<file path="src/rtl/mmio_uart_pkg.sv">
// Shared constants for the memory-mapped UART transmitter: register offsets,
// STATUS bit layout and serialiser state encodings.
package mmio_uart_pkg;

    localparam logic [3:0] TXDATA_OFF = 4'h0;
    localparam logic [3:0] STATUS_OFF = 4'h8;

    localparam int ST_FULL   = 0;
    localparam int ST_EMPTY  = 1;
    localparam int ST_BUSY   = 2;
    localparam int ST_OVF    = 3;
    localparam int ST_CNT_LO = 4;

    localparam logic [1:0] S_IDLE  = 2'd0;
    localparam logic [1:0] S_START = 2'd1;
    localparam logic [1:0] S_DATA  = 2'd2;
    localparam logic [1:0] S_STOP  = 2'd3;

    // The STATUS count field is only four bits wide, so deeper FIFOs report 15.
    function automatic logic [3:0] sat_count4(input logic [31:0] c);
        return (c > 32'd15) ? 4'hF : c[3:0];
    endfunction

endpackage

</file>
<file path="src/rtl/sync_fifo.sv">
// Single-clock FIFO with registered pointers and a separate occupancy count.
// A push into a full FIFO is accepted only when a pop happens in the same cycle.
module sync_fifo #(
    parameter int WIDTH = 8,
    parameter int DEPTH = 8,
    localparam int AW = $clog2(DEPTH),
    localparam int CW = AW + 1
) (
    input  logic             clk,
    input  logic             reset,
    input  logic             push,
    input  logic             pop,
    input  logic [WIDTH-1:0] wdata,
    output logic [WIDTH-1:0] rdata,
    output logic             full,
    output logic             empty,
    output logic [CW-1:0]    count
);

    logic [WIDTH-1:0] mem_q [DEPTH];
    logic [AW-1:0]    wr_ptr_q, wr_ptr_d;
    logic [AW-1:0]    rd_ptr_q, rd_ptr_d;
    logic [CW-1:0]    count_q, count_d;
    logic             push_ok;
    logic             pop_ok;

    always_comb begin
        full     = (count_q == CW'(DEPTH));
        empty    = (count_q == '0);
        count    = count_q;
        rdata    = mem_q[rd_ptr_q];
        pop_ok   = pop & ~empty;
        push_ok  = push & (~full | pop_ok);
        // Depth is a power of two, so pointer overflow is the wrap.
        wr_ptr_d = wr_ptr_q + AW'(push_ok);
        rd_ptr_d = rd_ptr_q + AW'(pop_ok);
        count_d  = count_q + CW'(push_ok) - CW'(pop_ok);
    end

    always_ff @(posedge clk) begin
        if (push_ok) begin
            mem_q[wr_ptr_q] <= wdata;
        end
    end

    always_ff @(posedge clk) begin
        if (reset) begin
            wr_ptr_q <= '0;
            rd_ptr_q <= '0;
            count_q  <= '0;
        end else begin
            wr_ptr_q <= wr_ptr_d;
            rd_ptr_q <= rd_ptr_d;
            count_q  <= count_d;
        end
    end

endmodule

</file>
<file path="src/rtl/mmio_uart_tx.sv">
// Memory-mapped 8N1 UART transmitter: TXDATA stores feed a FIFO that a
// baud-timed serialiser drains onto tx; STATUS loads report FIFO/line state.
module mmio_uart_tx
    import mmio_uart_pkg::*;
#(
    parameter logic [63:0] BASE_ADDR    = 64'h0000_0000_1000_0000,
    parameter int          CLKS_PER_BIT = 868,
    parameter int          FIFO_DEPTH   = 8
) (
    input  logic        clk,
    input  logic        reset,
    input  logic [63:0] addr,
    input  logic [63:0] wdata,
    input  logic        wmem,
    input  logic [2:0]  funct3,
    output logic        hit,
    output logic [63:0] rdata,
    output logic        tx
);

    localparam int CW = $clog2(FIFO_DEPTH) + 1;
    localparam int BW = (CLKS_PER_BIT > 1) ? $clog2(CLKS_PER_BIT) : 1;

    logic [1:0]    state_q, state_d;
    logic [BW-1:0] baud_q, baud_d;
    logic [2:0]    bit_q, bit_d;
    logic [7:0]    shift_q, shift_d;
    logic          tx_q, tx_d;
    logic          overflow_q, overflow_d;

    logic [3:0]    off;
    logic          push_req, status_wr, drop, pop, baud_end;
    logic [63:0]   status;
    logic [7:0]    fifo_rdata;
    logic          fifo_full, fifo_empty;
    logic [CW-1:0] fifo_count;
    logic          unused_bus;

    assign unused_bus = ^{funct3, wdata[63:8]};

    // FIFO handshake: push is a request that the FIFO accepts when not full or
    // when pop is high the same cycle; pop is issued only by the serialiser and
    // only while the FIFO is non-empty, with fifo_rdata valid in that cycle.
    sync_fifo #(.WIDTH(8), .DEPTH(FIFO_DEPTH)) u_fifo (
        .clk   (clk),
        .reset (reset),
        .push  (push_req),
        .pop   (pop),
        .wdata (wdata[7:0]),
        .rdata (fifo_rdata),
        .full  (fifo_full),
        .empty (fifo_empty),
        .count (fifo_count)
    );

    always_comb begin
        off       = addr[3:0];
        hit       = (addr[63:4] == BASE_ADDR[63:4]);
        push_req  = hit & wmem & (off == TXDATA_OFF);
        status_wr = hit & wmem & (off == STATUS_OFF);
        baud_end  = (baud_q == BW'(CLKS_PER_BIT - 1));
    end

    always_comb begin
        state_d = state_q;
        baud_d  = baud_q;
        bit_d   = bit_q;
        shift_d = shift_q;
        pop     = 1'b0;
        case (state_q)
            S_IDLE: begin
                if (!fifo_empty) begin
                    pop     = 1'b1;
                    shift_d = fifo_rdata;
                    baud_d  = '0;
                    state_d = S_START;
                end
            end
            S_START: begin
                if (baud_end) begin
                    baud_d  = '0;
                    bit_d   = '0;
                    state_d = S_DATA;
                end else begin
                    baud_d = baud_q + 1'b1;
                end
            end
            S_DATA: begin
                if (baud_end) begin
                    baud_d  = '0;
                    shift_d = {1'b0, shift_q[7:1]};
                    bit_d   = bit_q + 3'd1;
                    if (bit_q == 3'd7) begin
                        state_d = S_STOP;
                    end
                end else begin
                    baud_d = baud_q + 1'b1;
                end
            end
            S_STOP: begin
                if (baud_end) begin
                    baud_d = '0;
                    // Chaining straight into START keeps back-to-back frames gapless.
                    if (!fifo_empty) begin
                        pop     = 1'b1;
                        shift_d = fifo_rdata;
                        state_d = S_START;
                    end else begin
                        state_d = S_IDLE;
                    end
                end else begin
                    baud_d = baud_q + 1'b1;
                end
            end
            default: state_d = S_IDLE;
        endcase

        case (state_d)
            S_START: tx_d = 1'b0;
            S_DATA:  tx_d = shift_d[0];
            default: tx_d = 1'b1;
        endcase
    end

    always_comb begin
        drop       = push_req & fifo_full & ~pop;
        overflow_d = status_wr ? 1'b0 : (overflow_q | drop);

        status                          = '0;
        status[ST_FULL]                 = fifo_full;
        status[ST_EMPTY]                = fifo_empty;
        status[ST_BUSY]                 = (state_q != S_IDLE);
        status[ST_OVF]                  = overflow_q;
        status[ST_CNT_LO +: 4]          = sat_count4(32'(fifo_count));
        rdata = (hit && off == STATUS_OFF) ? status : 64'd0;
        tx    = tx_q;
    end

    always_ff @(posedge clk) begin
        if (reset) begin
            state_q    <= S_IDLE;
            baud_q     <= '0;
            bit_q      <= '0;
            shift_q    <= '0;
            tx_q       <= 1'b1;
            overflow_q <= 1'b0;
        end else begin
            state_q    <= state_d;
            baud_q     <= baud_d;
            bit_q      <= bit_d;
            shift_q    <= shift_d;
            tx_q       <= tx_d;
            overflow_q <= overflow_d;
        end
    end

endmodule

</file>
<file path="config.mk">
export PLATFORM = sky130hd
export DESIGN_NAME = mmio_uart_tx
export DESIGN_NICKNAME = d
export VERILOG_FILES = /design/src/rtl/mmio_uart_pkg.sv /design/src/rtl/sync_fifo.sv /design/src/rtl/mmio_uart_tx.sv
export SDC_FILE = /design/constraint.sdc
export NUM_CORES = 1
export LEC_CHECK = 0
export CELL_PAD_IN_SITES_DETAIL_PLACEMENT = 2
export CELL_PAD_IN_SITES_GLOBAL_PLACEMENT = 2
export CORE_ASPECT_RATIO = 0.75
export CORE_MARGIN = 2
export CORE_UTILIZATION = 43
export DETAILED_ROUTE_END_ITERATION = 16
export DONT_BUFFER_PORTS = 1
export GPL_TIMING_DRIVEN = 0
export PLACE_DENSITY_LB_ADDON = 0.1
export SLEW_MARGIN = 40
export SYNTH_ARGS = -nofsm -noshare
export SYNTH_HDL_FRONTEND = slang
export SYNTH_SLANG_ARGS = --single-unit
</file>
<file path="constraint.sdc">
create_clock -name clk -period 4.8 [get_ports clk]
set_input_delay 0.96 -clock clk [delete_from_list [all_inputs] [get_ports clk]]
set_output_delay 0.96 -clock clk [all_outputs]
set_load 0.01 [all_outputs]
</file>
==> flow_summary.yaml <==
run:
  drv_cap: 0
setup_path:
  worstPathArrival_ns: 2.72
  crit_type: "in2out"
  critical_path.startpoint_type: "input port"
  endpoint_kind: "output pin"
  cp.required_ns: 3.84
  crit_fanout: 7
sta:
  finClkSkew_ns: 0.01092
  clock.fmax_ghz: 0.2715
  hold_viol: 0
  post-route-min-period_ns: 3.683
  worst_pin_slew_ns: 0.7609
  worst_hold_slack_ns: 0.5249
  finalCritPeriodShare_pct: 76.74
  setup_viol: 0
  rsz0062_at_grt: "no"
  max_slew_margin_pct: 49.27
  final-max-slew-violation-count: 0
  fin_tns_setup_ns: 0
yosys:
  synthDistinctLibCells: 63
  synth-main-ff-cell: "edfxtp_1"
  syn_area_um2: 5182
  synth.ff_latch_count: 99
  synth_top_cell_area_share_pct: 37.08
  seq_area_frac_synth_pct: 50.60
  yosys-top-cells-area: "edfxtp_1, dfxtp_1, buf_4, mux4_2, ha_1"
  synth_edf_count: 64
  synthArstFlopShare_pct: 0
  synth_top_cell_by_area: "edfxtp_1"
  syn_area_per_cell_um2: 12.22
  netlist_instances: 424
  yosys_warnings: 0
global_routing:
  grt_use_total_pct: 27.01
  grt_pass1_vias: 4249
  grt_max_degree: 19
  grt-ovfl-total: 0
  grt_pass1_wl_mm: 25.08
  antenna_found_initial: 0
pwr:
  vdd_drop_max_mv: 0.2296
  power_frac_seq_pct: 38.6
  cellInternalPower_mw: 1.712
  netSwitchingPower_uw: 941.6
  switching_share_pct: 35.48
  leakage_nw: 2.209
  clockPowerShare_pct: 28.7
  combPwrFrac_pct: 32.7
  powerDensity_nw_per_um2: 445.7
drt:
  drt_iter0_drc: 205
  vias: 3662
  drt_wl_total_mm: 16.76
  wl_per_cell_um: 25.44
  ant_nets: 0
  firstDrtPassIters: 4
  via_per_inst: 5.557
  drc: 0
cts:
  clkTransAtPathRegs_ns: 0.07
  cts_buffers: 9
  clockBufferDepth: 2
  cts_tree: "built"
  htreeDepth: 3
  cts_sinks: 99
  post-cts-setup-buffers: 0
  cts_hold_buf: 0
  root_buffer: "clkbuf_16"
  clock_latency_ns: 0.36
  ctsResizeCount: 0
floorplanning:
  ioPinCount: 200
  core_area_um2: 11660
  num_rows: 34
  start_util_pct: 44.46
  die_w_um: 130.8
  die-area_um2: 12960
  die_h_um: 99.08
place:
  placed_area_um2: 5624
  portBuffers: 0
  hpwlAfterDp_mm: 12.39
  gp_congestion: 0.7981
hold_path:
  hp-class: "reg2reg"
layout:
  final_cell_area_um2: 5953
  nNetsFinal: 646
  antenna-diode-count: 0
  drive_gt1_share_pct: 24.35
  syn_to_final_growth_pct: 14.87
outcome:
  status: "finished, final reports clean"
==> layer usage <==
metal  vias up  global-route usage, %  wire length, um
met5         -                      0                0
met4         0                  8.429              352
met3        29                  5.809              761
met2       136                  49.96             8985
met1      1869                  31.02             6665
li1       1628                      -                -
==> registers in the layout, summed over array words and instances (netlist names) <==
name	flops
baud_q	10
bit_q	3
overflow_q	1
shift_q	8
state_q	2
tx	1
u_fifo.count	4
u_fifo.mem_q	64
u_fifo.rd_ptr_q	3
u_fifo.wr_ptr_q	3
==> power by group through the flow <==
stage               registers (mW)  clock network [mW]  logic (mW)
finish                        1.02               0.762       0.867
global route                  1.03               0.802       0.940
CTS                           1.02               0.770       0.855
detailed placement            1.04                   0       0.822
global placement              1.03                   0       0.745
floorplan                     1.01                   0       0.605
==> worst paths after layout <==
check / startpoint / end / slack [ns] / cells after the start
worst max-delay path: addr[5] / rdata[1] / 1.12 / 5
worst min-delay path: bit_q[0] / bit_q[0] / 0.52 / 2
worst max register to register: state_q[0] / u_fifo.count[2] / 1.52 / 11
worst min register to register: bit_q[0] / bit_q[0] / 0.52 / 2
==> through the flow <==
step,setup slack (ns),cells,total power [mW],utilization [%]
2_1_floorplan,1.579,479,1.619,-
3_3_place_gp,1.195,641,1.771,47.97
3_5_place_dp,1.094,641,1.859,48.25
4_1_cts,1.068,657,2.647,50.90
5_1_grt,0.9402,659,2.773,51.07
6_report,1.117,659,2.653,51.07
==> logic make-up after synthesis <==
group,after synthesis,synth area share [%]
buffers and inverters,87,10.50
other,1,0.07236
adders and majority gates,20,4.973
muxes,24,8.498
DFF,99,50.60
AOI/OAI and AO/OA,56,8.547
xor gates and xnor gates,4,0.6759
and+or+nand+nor,133,16.13
==> cells in the final DEF (no fill, tap or decap), types with 9 or more instances in the layout <==
| master | count |
|---|---|
| edfxtp_1 | 64 |
| buf_4 | 58 |
| conb_1 | 56 |
| dfxtp_1 | 35 |
| nor2_1 | 31 |
| ha_1 | 19 |
| nor4_1 | 17 |
| inv_1 | 16 |
| mux4_2 | 16 |
| nand2_1 | 15 |
| a21oi_1 | 10 |
| nor2b_1 | 10 |
| nand3_1 | 9 |
| o21ai_0 | 9 |
| clkbuf_16 | 9 |
==> final cells by class <==
type | instances | area, um2
multi-input combinational | 293 | 2260
timing repair buffer | 2 | 15.01
inverter | 16 | 60.06
clock inverter | 7 | 83.83
buffer | 71 | 484.2
tap | 162 | 202.7
fill | 1190 | 5703
clock buffer | 9 | 225.2
sequential | 99 | 2623
==> synthesized netlist by cell type (2+ instances only) <==
library cell	instances
inv_1	16
a31oi_1	2
a41oi_1	2
nor3_1	3
nor4b_4	2
buf_4	56
nor2_1	37
nor4_2	2
a22oi_1	3
nand2b_1	2
nand2_1	15
o21ai_0	9
o311ai_1	6
nand3b_1	6
o211ai_1	6
nand4_1	6
nor4_1	17
a32oi_1	3
nand3_1	9
and3_1	4
a21oi_1	10
a311oi_1	3
xnor2_1	4
mux2i_1	8
mux4_2	16
buf_2	6
a31o_2	2
nor2b_1	10
edfxtp_1	64
clkbuf_1	8
ha_1	19
nor3b_1	3
dfxtp_1	35
==> worst max-delay path: stages <==
cell and delay [ns]:
nor4_1 0.31, nand4_1 0.24, nor4_4 0.53, nand2_1 0.32, nor2_1 0.36
Note: power is estimated with default switching activity, not from simulation.
